**src/rtl/end_game_banner_fetch_pkg.sv**
```systemverilog
// Shared state encoding, winner/select codes and ROM geometry for the end-game banner fetch.
package end_game_pkg;

   typedef enum logic [1:0] {
      HIDDEN = 2'd0,
      WIPE   = 2'd1,
      SHOWN  = 2'd2
   } banner_state_t;

   localparam logic [1:0] SEL_NONE  = 2'b00;
   localparam logic [1:0] WIN_BLACK = 2'b01;
   localparam logic [1:0] WIN_WHITE = 2'b10;

   localparam int ROM_ADDR_W = 15;

   function automatic logic winner_valid(logic [1:0] w);
      return (w == WIN_BLACK) || (w == WIN_WHITE);
   endfunction

endpackage

```
**src/rtl/end_game_banner_fetch_if.sv**
```systemverilog
// Pixel-scan, sprite-ROM and colour-mapper signals of the banner fetch block.
interface end_game_banner_fetch_if;
   import end_game_pkg::*;

   logic                  game_over;
   logic [1:0]            winner;
   logic                  frame_start;
   logic [9:0]            drawX;
   logic [9:0]            drawY;
   logic [1:0]            rom_select;
   logic [ROM_ADDR_W-1:0] rom_addr;
   logic [3:0]            rom_data;
   logic                  pix_valid;
   logic [3:0]            pix_idx;
   logic [9:0]            pix_x;
   logic [9:0]            pix_y;
   logic                  shown;

   modport slave (
      input  game_over, winner, frame_start, drawX, drawY, rom_data,
      output rom_select, rom_addr, pix_valid, pix_idx, pix_x, pix_y, shown
   );

   modport master (
      output game_over, winner, frame_start, drawX, drawY, rom_data,
      input  rom_select, rom_addr, pix_valid, pix_idx, pix_x, pix_y, shown
   );

endinterface

```
**src/rtl/end_game_banner_fetch_wipe_ctrl.sv**
```systemverilog
// Banner reveal sequencer: HIDDEN/WIPE/SHOWN, winner latch and revealed-row count.
// Optional blink in SHOWN is built only when END_BANNER_BLINK_EN is defined.
module end_game_wipe_ctrl
   import end_game_pkg::*;
#(
   parameter int unsigned WIPE_STEP    = 4,
   parameter int unsigned BANNER_H     = 120
`ifdef END_BANNER_BLINK_EN
   , parameter int unsigned BLINK_FRAMES = 30
`endif
) (
   input  logic          clk_i,
   input  logic          rst_ni,
   input  logic          game_over_i,
   input  logic [1:0]    winner_i,
   input  logic          frame_start_i,
   output banner_state_t state_o,
   output logic [6:0]    rows_o,
   output logic [1:0]    winner_o,
   output logic          visible_o,
   output logic          shown_o
);

   localparam logic [7:0] STEP8 = WIPE_STEP[7:0];
   localparam logic [7:0] H8    = BANNER_H[7:0];

   banner_state_t state_q, state_d;
   logic [6:0]    rows_q, rows_d, rows_step;
   logic [1:0]    win_q, win_d;
   logic          shown_q;
   logic [7:0]    rows_sum;

   assign rows_sum  = {1'b0, rows_q} + STEP8;
   assign rows_step = (rows_sum >= H8) ? H8[6:0] : rows_sum[6:0];

   // Everything moves only at frame_start; the first reveal step lands on the
   // same frame_start that starts the wipe.
   always_comb begin
      state_d = state_q;
      rows_d  = rows_q;
      win_d   = win_q;
      if (frame_start_i) begin
         if (!game_over_i) begin
            state_d = HIDDEN;
            rows_d  = '0;
         end else begin
            case (state_q)
               HIDDEN: begin
                  if (winner_valid(winner_i)) begin
                     win_d   = winner_i;
                     rows_d  = rows_step;
                     state_d = (rows_step == H8[6:0]) ? SHOWN : WIPE;
                  end
               end
               WIPE: begin
                  rows_d = rows_step;
                  if (rows_step == H8[6:0]) state_d = SHOWN;
               end
               SHOWN:   state_d = SHOWN;
               default: begin
                  state_d = HIDDEN;
                  rows_d  = '0;
               end
            endcase
         end
      end
   end

   always_ff @(posedge clk_i or negedge rst_ni) begin
      if (!rst_ni) begin
         state_q <= HIDDEN;
         rows_q  <= '0;
         win_q   <= SEL_NONE;
         shown_q <= 1'b0;
      end else begin
         state_q <= state_d;
         rows_q  <= rows_d;
         win_q   <= win_d;
         shown_q <= (state_d == SHOWN);
      end
   end

`ifdef END_BANNER_BLINK_EN
   localparam int unsigned    BCW        = (BLINK_FRAMES > 1) ? $clog2(BLINK_FRAMES) : 1;
   localparam logic [BCW-1:0] BLINK_LAST = BCW'(BLINK_FRAMES - 1);

   logic [BCW-1:0] blink_cnt_q;
   logic           vis_q;

   always_ff @(posedge clk_i or negedge rst_ni) begin
      if (!rst_ni) begin
         blink_cnt_q <= '0;
         vis_q       <= 1'b1;
      end else if (state_d == SHOWN && state_q != SHOWN) begin
         blink_cnt_q <= '0;
         vis_q       <= 1'b1;
      end else if (frame_start_i && state_q == SHOWN && state_d == SHOWN) begin
         if (blink_cnt_q == BLINK_LAST) begin
            blink_cnt_q <= '0;
            vis_q       <= ~vis_q;
         end else begin
            blink_cnt_q <= blink_cnt_q + 1'b1;
         end
      end
   end

   assign visible_o = vis_q;
`else
   assign visible_o = 1'b1;
`endif

   assign state_o  = state_q;
   assign rows_o   = rows_q;
   assign winner_o = win_q;
   assign shown_o  = shown_q;

endmodule

```
**src/rtl/end_game_banner_fetch.sv**
```systemverilog
// Banner window hit test, sprite-ROM addressing and 3-stage pixel pipeline to the colour mapper.
// Optional feature macro: END_BANNER_BLINK_EN (blinking banner once fully shown).
module end_game_banner_fetch
   import end_game_pkg::*;
#(
   parameter int unsigned BANNER_W        = 240,
   parameter int unsigned BANNER_H        = 120,
   parameter int unsigned ORIGIN_X        = 200,
   parameter int unsigned ORIGIN_Y        = 180,
   parameter int unsigned WIPE_STEP       = 4,
   parameter logic [3:0]  TRANSPARENT_IDX = 4'h0
`ifdef END_BANNER_BLINK_EN
   , parameter int unsigned BLINK_FRAMES  = 30
`endif
) (
   input  logic                   CLK,
   input  logic                   RESET_N,
   end_game_banner_fetch_if.slave bus
);

   localparam logic [9:0]            OX   = ORIGIN_X[9:0];
   localparam logic [9:0]            OY   = ORIGIN_Y[9:0];
   localparam logic [9:0]            BW10 = BANNER_W[9:0];
   localparam logic [ROM_ADDR_W-1:0] BW15 = BANNER_W[ROM_ADDR_W-1:0];

   banner_state_t state;
   logic [6:0]    rows;
   logic [1:0]    win_lat;
   logic          visible;
   logic          shown;

   end_game_wipe_ctrl #(
      .WIPE_STEP    (WIPE_STEP),
      .BANNER_H     (BANNER_H)
`ifdef END_BANNER_BLINK_EN
      , .BLINK_FRAMES (BLINK_FRAMES)
`endif
   ) u_wipe_ctrl (
      .clk_i         (CLK),
      .rst_ni        (RESET_N),
      .game_over_i   (bus.game_over),
      .winner_i      (bus.winner),
      .frame_start_i (bus.frame_start),
      .state_o       (state),
      .rows_o        (rows),
      .winner_o      (win_lat),
      .visible_o     (visible),
      .shown_o       (shown)
   );

   // Unsigned wrap makes dx/dy huge left/above the window, so the >= tests
   // are kept explicit rather than relying on the wrap alone.
   logic [9:0]            dx, dy;
   logic                  hit;
   logic [ROM_ADDR_W-1:0] addr_c;

   assign dx  = bus.drawX - OX;
   assign dy  = bus.drawY - OY;
   assign hit = (bus.drawX >= OX) && (dx < BW10) &&
                (bus.drawY >= OY) && (dy < {3'b000, rows}) &&
                (state != HIDDEN) && visible;

   // A hit bounds dy below BANNER_H, so its low 7 bits carry the full row.
   assign addr_c = (ROM_ADDR_W'(dy[6:0]) * BW15) + ROM_ADDR_W'(dx);

   logic [ROM_ADDR_W-1:0] rom_addr_q;
   logic [1:0]            rom_sel_q;
   logic [2:1]            vld_pipe_q;
   logic [2:1][9:0]       x_pipe_q, y_pipe_q;
   logic                  pix_valid_q;
   logic [3:0]            pix_idx_q;
   logic [9:0]            pix_x_q, pix_y_q;

   always_ff @(posedge CLK or negedge RESET_N) begin
      if (!RESET_N) begin
         rom_addr_q  <= '0;
         rom_sel_q   <= SEL_NONE;
         vld_pipe_q  <= '0;
         x_pipe_q    <= '0;
         y_pipe_q    <= '0;
         pix_valid_q <= 1'b0;
         pix_idx_q   <= 4'h0;
         pix_x_q     <= '0;
         pix_y_q     <= '0;
      end else begin
         rom_addr_q  <= hit ? addr_c : '0;
         rom_sel_q   <= hit ? win_lat : SEL_NONE;
         vld_pipe_q  <= {vld_pipe_q[1], hit};
         x_pipe_q[1] <= bus.drawX;
         y_pipe_q[1] <= bus.drawY;
         x_pipe_q[2] <= x_pipe_q[1];
         y_pipe_q[2] <= y_pipe_q[1];
         // rom_data is meaningless without a stage-2 hit; never let it through.
         pix_valid_q <= vld_pipe_q[2] && (bus.rom_data != TRANSPARENT_IDX);
         pix_idx_q   <= vld_pipe_q[2] ? bus.rom_data : 4'h0;
         pix_x_q     <= x_pipe_q[2];
         pix_y_q     <= y_pipe_q[2];
      end
   end

   assign bus.rom_addr   = rom_addr_q;
   assign bus.rom_select = rom_sel_q;
   assign bus.pix_valid  = pix_valid_q;
   assign bus.pix_idx    = pix_idx_q;
   assign bus.pix_x      = pix_x_q;
   assign bus.pix_y      = pix_y_q;
   assign bus.shown      = shown;

endmodule

```
**src/flat_wrapper.sv**
```systemverilog
// flat-port wrapper written by rule: the top's interface ports become plain ports
module end_game_banner_fetch_flat import end_game_pkg::*;
#(
   parameter int unsigned BANNER_W        = 240,
   parameter int unsigned BANNER_H        = 120,
   parameter int unsigned ORIGIN_X        = 200,
   parameter int unsigned ORIGIN_Y        = 180,
   parameter int unsigned WIPE_STEP       = 4,
   parameter logic [3:0]  TRANSPARENT_IDX = 4'h0

)
  (CLK, RESET_N, bus_game_over, bus_winner, bus_frame_start, bus_drawX, bus_drawY, bus_rom_data, bus_rom_select, bus_rom_addr, bus_pix_valid, bus_pix_idx, bus_pix_x, bus_pix_y, bus_shown);
  end_game_banner_fetch_if bus_i ();
  input  logic CLK;
  input  logic RESET_N;
  input wire logic [$bits(bus_i.game_over)-1:0] bus_game_over;
  input wire logic [$bits(bus_i.winner)-1:0] bus_winner;
  input wire logic [$bits(bus_i.frame_start)-1:0] bus_frame_start;
  input wire logic [$bits(bus_i.drawX)-1:0] bus_drawX;
  input wire logic [$bits(bus_i.drawY)-1:0] bus_drawY;
  input wire logic [$bits(bus_i.rom_data)-1:0] bus_rom_data;
  output wire logic [$bits(bus_i.rom_select)-1:0] bus_rom_select;
  output wire logic [$bits(bus_i.rom_addr)-1:0] bus_rom_addr;
  output wire logic [$bits(bus_i.pix_valid)-1:0] bus_pix_valid;
  output wire logic [$bits(bus_i.pix_idx)-1:0] bus_pix_idx;
  output wire logic [$bits(bus_i.pix_x)-1:0] bus_pix_x;
  output wire logic [$bits(bus_i.pix_y)-1:0] bus_pix_y;
  output wire logic [$bits(bus_i.shown)-1:0] bus_shown;
  assign bus_i.game_over = bus_game_over;
  assign bus_i.winner = bus_winner;
  assign bus_i.frame_start = bus_frame_start;
  assign bus_i.drawX = bus_drawX;
  assign bus_i.drawY = bus_drawY;
  assign bus_i.rom_data = bus_rom_data;
  assign bus_rom_select = bus_i.rom_select;
  assign bus_rom_addr = bus_i.rom_addr;
  assign bus_pix_valid = bus_i.pix_valid;
  assign bus_pix_idx = bus_i.pix_idx;
  assign bus_pix_x = bus_i.pix_x;
  assign bus_pix_y = bus_i.pix_y;
  assign bus_shown = bus_i.shown;
  end_game_banner_fetch #(.BANNER_W(BANNER_W), .BANNER_H(BANNER_H), .ORIGIN_X(ORIGIN_X), .ORIGIN_Y(ORIGIN_Y), .WIPE_STEP(WIPE_STEP), .TRANSPARENT_IDX(TRANSPARENT_IDX)) u_core (.CLK(CLK), .RESET_N(RESET_N), .bus(bus_i));
endmodule
```
**config.mk**
```make
export PLATFORM = sky130hd
export DESIGN_NAME = end_game_banner_fetch_flat
export DESIGN_NICKNAME = d
export VERILOG_FILES = /design/src/rtl/end_game_banner_fetch_pkg.sv /design/src/rtl/end_game_banner_fetch_if.sv /design/src/rtl/end_game_banner_fetch_wipe_ctrl.sv /design/src/rtl/end_game_banner_fetch.sv /design/src/flat_wrapper.sv
export SDC_FILE = /design/constraint.sdc
export NUM_CORES = 1
export LEC_CHECK = 0
export CELL_PAD_IN_SITES_DETAIL_PLACEMENT = 0
export CELL_PAD_IN_SITES_GLOBAL_PLACEMENT = 1
export CORE_UTILIZATION = 45
export DETAILED_ROUTE_END_ITERATION = 16
export GPL_TIMING_DRIVEN = 0
export PLACE_DENSITY_LB_ADDON = 0.1
export SYNTH_ARGS = -nofsm -noshare
export SYNTH_HDL_FRONTEND = slang
export SYNTH_SLANG_ARGS = --single-unit
```
**constraint.sdc**
```tcl
create_clock -name CLK -period 4.5 [get_ports CLK]
set_input_delay 0.9 -clock CLK [delete_from_list [all_inputs] [get_ports CLK]]
set_output_delay 0.9 -clock CLK [all_outputs]
set_load 0.1 [all_outputs]
```
Word-level counts from Yosys, hierarchy flattened:

Cells that the tools add are included.

* register bits: 96
* output and inout port bits: 43
* logic and storage cells: 57

* $lt $le $gt $ge: 5
* add/sub/neg operators: 4
* reduce and logical (&&, ||, !) cells: 11
* $mul: 1
* equal/unequal tests: 8
* multiplexer cells: 13

Operators by type and width (count)
* $mux 7: 3
* $pmux 7 s3: 1
* $ge 10x8->1 const B: 2
* $sub 10x8->10 const B: 2
* $add 15x10->15: 1
* $mux 15: 1
* $mux 2: 6
* $mul 7x4->11 const B: 1
* $lt 10x7->1: 1
* $lt 10x8->1 const B: 1
* $add 7x3->8 const B: 1
* $ge 8x7->1 const B: 1
* $eq 7x7->1 const B: 1
* $eq 2x2->1 const B: 3
* $pmux 2 s3: 1
* $logic_and 1x1->1: 5
* $eq 2x1->1 const B: 2
* $mux 4: 1
* $reduce_and 4->1: 1
* $reduce_bool 4->1: 1
* $ne 3x3->1 const B: 1
* $reduce_and 3->1: 1
* $logic_not 2->1: 1
* $ne 2x2->1 const B: 1
* 2 further kinds: 2

Depth between registers and ports, before layout:

Gate-level depths: netlist (run 1).

* word-level depth: 10
* depth in mapped cells: 16
* gate-level depth less buffers: 16

By module:

Synthesis (run 1) repeated with hierarchy kept, for this count alone.

* cell total of the unflattened synthesis: 356
* area, all modules: 4309.1 um^2

By module, submodules not included
* end_game_banner_fetch: instances 1, sequential area each 2102.0 um^2, cells an instance 293, area an instance 3633.5 um^2
* end_game_wipe_ctrl: instances 1, sequential area each 300.3 um^2, cells an instance 63, area an instance 675.6 um^2

Worst setup path after synthesis (run 1):

Ideal clock, no wire load.

* kind: in2reg
* from: input bus_drawY[2]
* to: register u_core.rom_addr_q[14], in the netlist u_core.bus.rom_addr[14]
* required time: 4382 ps
* library setup time: 118 ps
* stages on the path: 16
* setup slack: 241 ps
* data arrival time: 4141 ps
* path buffers: 0
* cell sequence: inv_1 > ha_1 > xnor2_1 > inv_1 > xnor2_1 > xnor2_1 > fa_1 > inv_1 > ha_1 > o21ai_0 > a21oi_1 > o31a_1 > nor3_1 > nand4_1 > xnor3_1 > nor2b_1

* word-level cells in the longest chain between the ends: 5

Ends and longest elaborated chain
* from (decl): RTL line flat_wrapper.sv:20 `input wire logic [$bits(bus_i.drawY)-1:0] bus_drawY;`
* parallel branches: the longest is 4 deep, another holds $add 15x10->15
* $mux 15 *: RTL line end_game_banner_fetch.sv:86 `rom_addr_q <= hit ? addr_c : '0;`
* to (signal assigned): RTL line end_game_banner_fetch.sv:86
* to (decl): RTL line end_game_banner_fetch.sv:66 `logic [ROM_ADDR_W-1:0] rom_addr_q;`

Mark *: on every way between the ends.
A chain may end at the register's enable or synchronous reset.

Worst setup path in the final report (run 1):

Same ends and word-level chain as after synthesis.

==> results of run 1 <==
## metrics by stage
step           worst slack [ps]  utilization  hold WS (ps)  total power, uW  setup TNS [ps]
2_1_floorplan               241            -           331             1550               0
5_1_grt                    20.7        0.589           355             2460               0
4_1_cts                    8.01        0.588           346             2300               0
3_5_place_dp               -975        0.561           335             1720           -8770
6_report                    296        0.589           348             2280               0
3_3_place_gp               -967        0.558           331             1710          -85020
## cell usage after synthesis, drive strengths merged, types with 2 or more instances
cell     instances
dfrtp           96
inv             44
ha              31
nor2            29
o21ai           19
xnor2           17
nand2           15
a21oi           14
nor3             8
and2             7
fa               7
nand2b           7
xor2             7
a21o             5
nand3            4
nor2b            4
o21bai           4
a211oi           3
a31oi            3
o21a             3
o311ai           3
a2111oi          2
a21boi           2
buf              2
nand3b           2
o2111ai          2
o211ai           2
or3              2
## cells by family (layout without fill, tap and decap cells)
| kind of cell | Yosys count | in the layout | synth area share |
|---|---|---|---|
| xor gates and xnor gates | 26 | 26 | 0.0601 |
| and+or+nand+nor | 84 | 84 | 0.105 |
| adders and majority gates | 39 | 39 | 0.126 |
| buffers and inverters | 46 | 138 | 0.0439 |
| DFF | 96 | 96 | 0.563 |
| AOI/OAI and AO/OA | 67 | 67 | 0.103 |
## sequential cells by signal, summed over array words and instances, names as in the netlist
signal	count
u_core.bus.pix_idx	4
u_core.bus.rom_addr	15
u_core.bus.pix_y	10
u_core.u_wipe_ctrl.winner_o	2
u_core.bus.pix_x	10
u_core.u_wipe_ctrl.shown_o	1
u_core.u_wipe_ctrl.state_o	2
u_core.y_pipe_q	20
u_core.bus.pix_valid	1
u_core.vld_pipe_q	2
u_core.x_pipe_q	20
u_core.bus.rom_select	2
u_core.u_wipe_ctrl.rows_o	7
## layout make-up
type / count / area share
Sequential cell: 96 / 0.444
Multi-Input combinational cell: 216 / 0.318
Timing Repair Buffer: 76 / 0.141
Inverter: 44 / 0.0305
Tap cell: 111 / 0.0256
Clock buffer: 10 / 0.0254
Clock inverter: 6 / 0.0111
Buffer: 2 / 0.00416
## worst max-delay path: cells and delay by family
| kind | cells | cell delay [ps] |
|---|---|---|
| fa+ha+maj | 3 | 1080 |
| xor+xnor | 4 | 970 |
| simple gates | 3 | 590 |
| buf+inv | 4 | 450 |
| compound gates | 3 | 450 |
## repair_timing
item                       CTS  global route
cloned                       0             0
setup endpoints to repair   15            12
gates resized for setup     10             7
pin swaps                    1             2
buffers inserted             2             1
## per-layer routing
layer / part of all wire / GRT usage / up-vias
li1: - / - / 1370
met1: 0.46 / 0.232 / 1313
met2: 0.50 / 0.300 / 54
met3: 0.029 / 0.0351 / 6
met4: 0.011 / 0.0577 / 0
met5: 0 / 0 / -
## where the power goes
part	switching [uW]	internal (uW)	leakage [uW]	total (uW)
Sequential	13.2	895	0.00119	909
Clock	313	228	0.0000942	541
Combinational	483	351	0.00125	834
Total	809	1480	0.00254	2280
## worst paths after layout
check | startpoint | end | slack (ps) | cells past startpoint
setup reg to reg | u_core.u_wipe_ctrl.rows_o[5] | u_core.bus.rom_addr[5] | 1680 | 10
hold reg to reg | u_core.x_pipe_q[17] | u_core.bus.pix_x[7] | 350 | 0
setup / recovery | bus_drawY[2] | u_core.bus.rom_addr[14] | 300 | 17
hold / removal | u_core.x_pipe_q[17] | u_core.bus.pix_x[7] | 350 | 0
max in group asynchronous | RESET_N | u_core.bus.rom_addr[7] | 3420 | 2
min in group asynchronous | RESET_N | u_core.bus.pix_x[1] | 460 | 1
==> reports/results.env, run 1 <==
SYNTH.LIB_CELLS_USED.DISTINCT=48
CLOCK_TREE_FROM_TRITONCTS='done'
AREA.SEQUENTIAL_UM2=2400
ROUTE.DETAILED.DRC=0
POSTSYNTHNETCOUNT=426
FIN_NETS=513
LAYOUT_COMMON_CELLS='dfrtp_1 (96), clkdlybuf4s50_1 (66), inv_1 (43)'
FINAL_COMMON_CELL='dfrtp_1'
SYNTH_SEQ_AREA_SHARE=0.563
COREAREA_UM2=9200
MAPPEDNETLISTAREA_UM2=4270
INITIAL_STANDARD_CELL_UTILIZATION_OF_THE_CORE=0.464
SYNTH_AREA_PER_CELL_UM2=11.9
SYNTH-EDFF-COUNT=0
CELL_TYPES_OCCUPYING_THE_MOST_AREA_AFTER_SYNTHESIS='dfrtp_1 (56%), ha_1 (9.1%), inv_1 (3.8%), xnor2_1 (3.5%), fa_1 (3.3%)'
MIN_PATH_TYPE='reg2reg'
MULTI_INPUT_AREA_UM2=1720
PLACEDCELLCOUNT=542
GRT_SETUP_UNREPAIRED='no'
PLACEDINSTANCEAREA_UM2=5150
GRT_MAX_DEGREE=68
WORST_PIN_SLEW_PS=989
CTS_NUM_SINKS=96
SYNTH_TOP_FLOP_CELL='dfrtp_1'
SYNTH.FF_LATCH_COUNT=96
VIASPERCELL=4.89
DRT_FIRST_ITER_VIOLATIONS=91
LAYOUT-AREA-OVERHEAD-VS-SYNTH_PCT=26.8
FMAXACHIEVABLE_GHz=0.238
SETUP_VIOL_COUNT_FINAL=0
CTS.REPORTEDPATHS.CLKPINSLEW_PS=100
NUM_ANTENNA_CELLS=0
HOLD_BUFFERS=0
YS_WARN_COUNT=0
CP_MAX_STAGE_DELAY_PS=500
FP.DIEH_UM=99.4
PLACE_CONGESTION=0.803
WORST_IR_DROP_VDD_mV=0.242
CP.REQUIRED_PS=4750
DRT_FIRST_PASS_ITERS=4
FINISH.CELL_COUNT_WITHOUT_FILLERS=561
CP_CELL_SEQUENCE='clkbuf_2 -> inv_1 -> ha_1 -> xnor2_2 -> inv_1 -> xnor2_1 -> xnor2_1 -> fa_1 -> inv_1 -> ha_1 -> o21ai_0 -> a21oi_1 -> o31a_1 -> nor3_2 -> nand4_1 -> xnor3_1 -> nor2b_1'
FP.DIEAREA_UM2=9880
FINALHOLDVIOLCOUNT=0
POST-ROUTE-CELL-AREA_UM2=5420
TIMING.SLEW.HEADROOM=0.338
LEAKAGE_uW=0.00254
SYNTH.LARGEST_AREA_CELL='dfrtp_1'
WORSTPATHMAXFANOUT=6
NUMBER_OF_INSTANCES_IN_THE_SYNTHESIZED_NETLIST=358
GRT_PASS1_WL_UM=13500
END_KIND='register'
IOS=73
NUMBER_OF_ANTENNA_VIOLATIONS_AT_THE_FIRST_CHECK_IN_GLOBAL_ROUTING=0
NUMBER_OF_LEVELS_IN_THE_CLOCK_H_TREE=3
WIRE_LENGTH_AFTER_DETAILED_ROUTING_UM=7580
STATUS='complete, no violations'
ROW_COUNT=35
SYNTH_TOP_AREA_SHARE=0.563
GRT_OVERFLOW=0
MIN_PERIOD_OVER_PERIOD=0.934
POWER_PER_CELL_AREA_nW_PER_UM2=422
PERIOD_MINUS_SLACK_PS=4200
CRITICAL_PATH.SLOWEST_CELL='fa_1'
GR-USAGE-ALL-LAYERS=0.178
AVGROUTEDWIREPERCELL_UM=13.5
CLOCKBUFFERDEPTH=2
CRITICAL_PATH_CLASS='in2reg'
ROUTE.ANTENNA.REMAINING_NETS=0
TIMING.FINAL.MAX_SLEW_VIOLATIONS=0
CP-START-KIND='input pin'
MAX_CAP_VIOLATIONS=0
FILLCELLCOUNT=787
ASYNC_FLOP_SHARE=1.00
CRITICAL_PATH_ARRIVAL_PS=4450
DETAILEDPLACEMENTHPWL_UM=5760
DIE_W_UM=99.4
BUFFER_PORTS.INSERTED=72
PATH_COMMON_CELL='inv_1'
CLOCKROOTBUFFER='clkbuf_8'
ROUTED-VIA-COUNT=2743
INSERTION_DELAY_PS=350
FINAL_LAYOUT_SIZE_SUFFIX_GT1_FRAC=0.107
WORST_CLOCK_SKEW_PS=8.10
VIAS_IN_THE_FIRST_GLOBAL_ROUTE=2902
NUMBER_OF_BUFFERS_INSERTED_DURING_CLOCK_TREE_SYNTHESIS=9
Note: power is estimated with default switching activity, not from simulation.
==> inputs of run 2 (changes only) <==
Settings changed: ABC_CLOCK_PERIOD_IN_PS from default to 4500, CORE_ASPECT_RATIO from default to 1.25.
==> run 2 against run 1 <==
Via count increased by 1.4%. Global-route usage decreased by 0.14 points. Clock power increased by 26%. Highest routed layer unchanged.
==> reports/results.env, run 2 (synthesis gave the netlist of run 1 again) <==
STATUS='complete, no violations'
NUMBER_OF_ANTENNA_VIOLATIONS_AT_THE_FIRST_CHECK_IN_GLOBAL_ROUTING=0  # unchanged
AREA.SEQUENTIAL_UM2=2400  # unchanged
CP.REQUIRED_PS=4730  # -20 ps
FILLCELLCOUNT=781  # -0.76%
ROUTED-VIA-COUNT=2782  # +1.4%
DP_SLACK_PS=-955  # +19.7 ps
ROUTE.DETAILED.DRC=0  # unchanged
MIN_PATH_TYPE='reg2reg'
GRT_PASS1_WL_UM=13100  # -3.0%
BUFFER_PORTS.INSERTED=72  # unchanged
HOLD_BUFFERS=0  # unchanged
ROW_COUNT=39  # +11%
LAYOUT_COMMON_CELLS='dfrtp_1 (96), clkdlybuf4s50_1 (66), inv_1 (43)'
PATH_COMMON_CELL='ha_1'
VIAS_IN_THE_FIRST_GLOBAL_ROUTE=2769  # -4.6%
FINISH.CELL_COUNT_WITHOUT_FILLERS=574  # +2.3%
SHARE_CLK_OF_TOTAL_POWER=0.279  # +0.042
GRT_SETUP_UNREPAIRED='no'
CLOCKROOTBUFFER='clkbuf_16'
CP_MAX_STAGE_DELAY_PS=520  # +20 ps
WORST_PIN_SLEW_PS=979  # -9.84 ps
CRITICAL_PATH_CLASS='in2reg'
MIN_PERIOD_OVER_PERIOD=0.949  # +0.0151
FMAXACHIEVABLE_GHz=0.234  # -1.6%
END_KIND='register'
COREAREA_UM2=9170  # -0.24%
PERIOD_MINUS_SLACK_PS=4270  # +68.2 ps
INITIAL_STANDARD_CELL_UTILIZATION_OF_THE_CORE=0.465  # +0.00114
VIASPERCELL=4.85  # -0.88%
POWER.SEQUENTIAL.FRACTION=0.372  # -0.026
MAX_CAP_VIOLATIONS=0  # unchanged
IOS=73  # unchanged
FINAL_LAYOUT_SIZE_SUFFIX_GT1_FRAC=0.104  # -0.00245
FINAL_COMMON_CELL='dfrtp_1'
NUM_ANTENNA_CELLS=0  # unchanged
WIRE_LENGTH_AFTER_DETAILED_ROUTING_UM=7930  # +4.5%
FINALHOLDVIOLCOUNT=0  # unchanged
FP.DIEH_UM=111  # +12%
MULTI_INPUT_AREA_UM2=1740  # +0.73%
INSERTION_DELAY_PS=330  # -20 ps
CLOCK_TREE_FROM_TRITONCTS='done'
DETAILEDPLACEMENTHPWL_UM=5780  # +0.44%
CRITICAL_PATH_ARRIVAL_PS=4500  # +50 ps
POWER_PER_CELL_AREA_nW_PER_UM2=443  # +5.0%
AVGROUTEDWIREPERCELL_UM=13.8  # +2.2%
NUMBER_OF_LEVELS_IN_THE_CLOCK_H_TREE=3  # unchanged
POWER.SHARE.COMBINATIONAL=0.348  # -0.017
REG2REGPATHDEPTH=10  # unchanged
CRITICAL_PATH.SLOWEST_CELL='fa_1'
CP_CELL_SEQUENCE='clkdlybuf4s15_1 -> inv_1 -> ha_1 -> xor2_2 -> xnor2_1 -> fa_1 -> inv_1 -> ha_1 -> xnor2_1 -> ha_1 -> o21ai_0 -> o21bai_1 -> a21oi_1 -> nor2_2 -> nand4_1 -> xnor3_1 -> nor2b_1'
POST-ROUTE-CELL-AREA_UM2=5520  # +1.9%
GR-USAGE-ALL-LAYERS=0.176  # -0.00136
CTS_NUM_SINKS=96  # unchanged
CRIT_PATH_START='bus_drawY[3]'
SWITCHING_SHARE_OF_POWER=0.333  # -0.0206
TIMING.RR.END='u_core.bus.rom_addr[12]'
NUMBER_OF_BUFFERS_INSERTED_DURING_CLOCK_TREE_SYNTHESIS=9  # unchanged
POWER.INTERNAL_uW=1630  # +10%
SETUP_WS_PS=228  # -68.2 ps
GRT_OVERFLOW=0  # unchanged
RR_STARTPOINT='u_core.u_wipe_ctrl.rows_o[5]'
WORSTSETUPENDPOINT='u_core.bus.rom_addr[14]'
PLACE_CONGESTION=0.808  # +0.60%
FIN_NETS=514  # +0.19%
SETUP_VIOL_COUNT_FINAL=0  # unchanged
WORST-R2R-SETUP-SLACK_PS=1620  # -60 ps
DRT_FIRST_ITER_VIOLATIONS=81  # -11%
LEAKAGE_uW=0.00258  # +1.5%
FP.DIEAREA_UM2=9890  # about the same
WORSTPATHMAXFANOUT=5  # -1
CP-START-KIND='input pin'
TIMING.FINAL.MAX_SLEW_VIOLATIONS=0  # unchanged
WORST_CLOCK_SKEW_PS=5.93  # -2.17 ps
POWER.SWITCHING_uW=815  # +0.84%
DIE_W_UM=89.1  # -10%
PLACEDINSTANCEAREA_UM2=5170  # +0.29%
TIMING.SLEW.HEADROOM=0.345  # +0.00658
GRT_MAX_DEGREE=75  # +10%
CLOCKBUFFERDEPTH=2  # unchanged
LAYOUT-AREA-OVERHEAD-VS-SYNTH_PCT=29.3
CTS.REPORTEDPATHS.CLKPINSLEW_PS=60  # -40 ps
PLACEDCELLCOUNT=554  # +2.2%
DRT_FIRST_PASS_ITERS=4  # unchanged
WORST_IR_DROP_VDD_mV=0.401  # +66%
ROUTE.ANTENNA.REMAINING_NETS=0  # unchanged
[run 2: how the worst min path moves through the flow]
stage               slack [ps]                  end                start  cells past startpoint
floorplan                  330  u_core.bus.pix_x[0]  u_core.x_pipe_q[10]                      0
global placement           330  u_core.x_pipe_q[14]   u_core.x_pipe_q[4]                      0
detailed placement         330  u_core.bus.pix_y[4]  u_core.y_pipe_q[14]                      0
CTS                        350  u_core.y_pipe_q[13]   u_core.y_pipe_q[3]                      0
global route               350  u_core.y_pipe_q[15]   u_core.y_pipe_q[5]                      0
finish                     350  u_core.y_pipe_q[14]   u_core.y_pipe_q[4]                      0
[run 2: repair_timing]
| item | 4_1_cts | 5_1_grt |
|---|---|---|
| pin swaps | 1 | 1 |
| setup buffers | 1 | 3 |
| endpoints found under the setup margin | 18 | 11 |
| resized for setup | 13 | 5 |
| endpoints found under the hold margin | 0 | 0 |
[run 2: area by class of cell]
class	instances	share of cell area
clock buffer	12	0.0428
multi-input combinational	216	0.315
timing repair buffer	77	0.140
inverter	44	0.0299
tap	123	0.0279
clock inverter	4	0.00544
sequential	96	0.435
buffer	2	0.00408
[run 2: per-layer routing]
metal,share of wire,up-vias,GRT usage
met1,0.43,1339,0.225
met3,0.035,10,0.0350
li1,-,1378,-
met4,0.013,0,0.0677
met2,0.52,55,0.291
met5,0,-,0
[run 2: critical path, delay by kind of cell]
kind | cells | cell delay [ps]
adders and majority gates | 4 | 1520
xor gates and xnor gates | 4 | 850
and+or+nand+nor | 3 | 430
buffers and inverters | 3 | 430
AOI/OAI and AO/OA | 3 | 370
[run 2: power by group through the flow]
stage	clock network, uW	logic (uW)	registers, uW
after CTS	703	848	911
after global routing	739	945	914
final	683	851	911
after floorplan	0	551	997
after global placement	0	800	925
after detailed placement	0	810	927
[run 2: metrics by stage]
step | hold WS, ps | power [uW] | setup TNS [ps] | util
CTS | 347 | 2460 | 0 | 0.599
global route | 352 | 2600 | 0 | 0.602
finish | 348 | 2450 | 0 | 0.602
detailed placement | 335 | 1740 | -9950 | 0.564
floorplan | 331 | 1550 | 0 | -
global placement | 331 | 1720 | -81060 | 0.561
==> inputs of run 3 (changes only) <==
--- a/config.mk
+++ b/config.mk
@@ -8,2 +8,3 @@
 export ABC_CLOCK_PERIOD_IN_PS = 4500
+export CAP_MARGIN = 40
 export CELL_PAD_IN_SITES_DETAIL_PLACEMENT = 0
@@ -18 +19,2 @@
 export SYNTH_SLANG_ARGS = --single-unit
+export TNS_END_PERCENT = 100
--- a/constraint.sdc
+++ b/constraint.sdc
@@ -3,2 +3,2 @@
 set_output_delay 0.9 -clock CLK [all_outputs]
-set_load 0.1 [all_outputs]
+set_load 0.02 [all_outputs]
==> run 3 against run 2 <==
Clock power grew 2%. Count of clock-buffer cells in the layout is the same. Die area is the same. Clock skew grew 1.5 ps. Critical path depth is the same. Largest power group unchanged. Highest routed layer unchanged.
==> reports/results.env, run 3 (synthesis gave the netlist of run 1 again) <==
LAYOUT-AREA-OVERHEAD-VS-SYNTH_PCT=29.4
SETUP_WS_PS=248  # +20.0 ps
POWER_uW=2410  # -1.6%
MAX_CAP_VIOLATIONS=0  # unchanged
DETAILEDPLACEMENTHPWL_UM=5780  # about the same
CLOCK_TREE_FROM_TRITONCTS='done'
FINAL_COMMON_CELL='dfrtp_1'
IOS=73  # unchanged
ROUTE.DETAILED.DRC=0  # unchanged
FIN_NETS=513  # -0.19%
STATUS='complete, no violations'
TIMING.FINAL.MAX_SLEW_VIOLATIONS=0  # unchanged
ROW_COUNT=39  # unchanged
CP.REQUIRED_PS=4730  # about the same
GRT_MAX_DEGREE=74  # -1.3%
FILLCELLCOUNT=792  # +1.4%
DRT_FIRST_ITER_VIOLATIONS=61  # -25%
GRT_SETUP_UNREPAIRED='no'
ROUTED-VIA-COUNT=2761  # -0.75%
GRT_PASS1_WL_UM=12900  # -1.3%
FINISH.CELL_COUNT_WITHOUT_FILLERS=573  # -0.17%
INSERTION_DELAY_PS=330  # about the same
GRT_OVERFLOW=0  # unchanged
WORST_PIN_SLEW_PS=776  # -204 ps
CRITICAL_PATH_CLASS='in2reg'
COREAREA_UM2=9170  # unchanged
NUMBER_OF_LEVELS_IN_THE_CLOCK_H_TREE=3  # unchanged
NUM_ANTENNA_CELLS=0  # unchanged
LAYOUT_COMMON_CELLS='dfrtp_1 (96), clkdlybuf4s50_1 (66), inv_1 (43)'
SETUP_VIOL_COUNT_FINAL=0  # unchanged
POWER_PER_CELL_AREA_nW_PER_UM2=435  # -1.7%
DP_SLACK_PS=-968  # -12.7 ps
AVGROUTEDWIREPERCELL_UM=13.6  # -1.5%
CLOCKROOTBUFFER='clkbuf_16'
POST-ROUTE-CELL-AREA_UM2=5530  # +0.11%
DRT_FIRST_PASS_ITERS=4  # unchanged
PLACEDINSTANCEAREA_UM2=5170  # unchanged
FP.DIEH_UM=111  # unchanged
BUFFER_PORTS.INSERTED=72  # unchanged
END_KIND='register'
NUMBER_OF_ANTENNA_VIOLATIONS_AT_THE_FIRST_CHECK_IN_GLOBAL_ROUTING=0  # unchanged
FP.DIEAREA_UM2=9890  # unchanged
FINAL_LAYOUT_SIZE_SUFFIX_GT1_FRAC=0.104  # +0.000232
VIASPERCELL=4.82  # -0.58%
MIN_PATH_TYPE='reg2reg'
LEAKAGE_uW=0.00258  # about the same
FINALHOLDVIOLCOUNT=0  # unchanged
CTS_NUM_SINKS=96  # unchanged
GR-USAGE-ALL-LAYERS=0.174  # -0.00197
NUMBER_OF_BUFFERS_INSERTED_DURING_CLOCK_TREE_SYNTHESIS=9  # unchanged
CLOCKBUFFERDEPTH=2  # unchanged
DIE_W_UM=89.1  # unchanged
REG2REGPATHDEPTH=10  # unchanged
ROUTE.ANTENNA.REMAINING_NETS=0  # unchanged
CTS.REPORTEDPATHS.CLKPINSLEW_PS=70  # about the same
INITIAL_STANDARD_CELL_UTILIZATION_OF_THE_CORE=0.465  # unchanged
WORST_IR_DROP_VDD_mV=0.401  # about the same
PERIOD_MINUS_SLACK_PS=4250  # -20.0 ps
MIN_DELAY_PATH_DEPTH=0  # unchanged
WORST_CLOCK_SKEW_PS=7.46  # +1.53 ps
TIMING.SLEW.HEADROOM=0.482  # +0.137
MIN_PERIOD_OVER_PERIOD=0.945  # -0.00445
FMAXACHIEVABLE_GHz=0.235  # +0.47%
CRITICAL_PATH_ARRIVAL_PS=4490  # about the same
CP-START-KIND='input pin'
PLACE_CONGESTION=0.808  # unchanged
WORSTPATHMAXFANOUT=5  # unchanged
WIRE_LENGTH_AFTER_DETAILED_ROUTING_UM=7790  # -1.7%
VIAS_IN_THE_FIRST_GLOBAL_ROUTE=2732  # -1.3%
SETUP_TNS_PS=0  # unchanged
PLACEDCELLCOUNT=554  # unchanged
[run 3: cell count changes in the layout (fill, tap and decap cells not counted), sizes merged]
cell	delta
clkdlybuf4s15	-1
dlygate4sd2	+1
clkinv	-1
clkinvlp	+1
buf	-1
[run 3: per-layer routing]
layer  share of wire  vias to the layer above  track usage
met2            0.50                       57        0.278
met3           0.041                        9       0.0417
li1                -                     1374            -
met1            0.44                     1321        0.225
met5               0                        -            0
met4           0.018                        0       0.0720
[run 3: power by group]
group	leakage [uW]	switching [uW]	internal, uW
Combinational	0.00125	439	361
Clock	0.000129	305	391
Sequential	0.00119	13.5	897
[run 3: critical path, stage by stage]
cell	delay [ps]
dlygate4sd2_1	300
inv_1	100
ha_1	330
xor2_2	170
xnor2_1	150
fa_1	520
inv_1	40
ha_1	340
xnor2_1	150
ha_1	330
o21ai_0	120
o21bai_1	150
a21oi_1	100
nor2_2	150
nand4_1	140
xnor3_1	370
nor2b_1	140
[run 3: worst paths after layout]
kind                                              start                       to  slack, ps
max in group asynchronous                       RESET_N       u_core.x_pipe_q[2]       3400
hold reg to reg                      u_core.x_pipe_q[8]      u_core.x_pipe_q[18]        350
setup reg to reg           u_core.u_wipe_ctrl.rows_o[5]   u_core.bus.rom_addr[3]       1580
hold / removal                       u_core.x_pipe_q[8]      u_core.x_pipe_q[18]        350
setup / recovery                           bus_drawY[3]  u_core.bus.rom_addr[14]        250
min in group asynchronous                       RESET_N      u_core.y_pipe_q[11]        460
[run 3: layout make-up]
| type | instances | area [um^2] | share of cell area |
|---|---|---|---|
| Buffer | 2 | 22.5 | 0.00407 |
| Clock buffer | 12 | 246 | 0.0446 |
| Multi-Input combinational cell | 216 | 1740 | 0.315 |
| Sequential cell | 96 | 2400 | 0.435 |
| Inverter | 44 | 165 | 0.0299 |
| Clock inverter | 4 | 28.8 | 0.00521 |
| Timing Repair Buffer | 76 | 766 | 0.139 |
| Tap cell | 123 | 154 | 0.0278 |
[run 3: what timing repair did]
action,in CTS,in global routing
pin swaps,1,1
buffers inserted,1,2
hold buffers,0,0
setup endpoints to repair,18,14
gates resized for setup,12,6
[run 3: per-stage QoR]
| stage | hold slack, ps | utilization |
|---|---|---|
| 3_5_place_dp | 335 | 0.564 |
| 3_3_place_gp | 331 | 0.561 |
| 5_1_grt | 353 | 0.603 |
| 2_1_floorplan | 331 | - |
| 6_report | 347 | 0.603 |
| 4_1_cts | 349 | 0.600 |
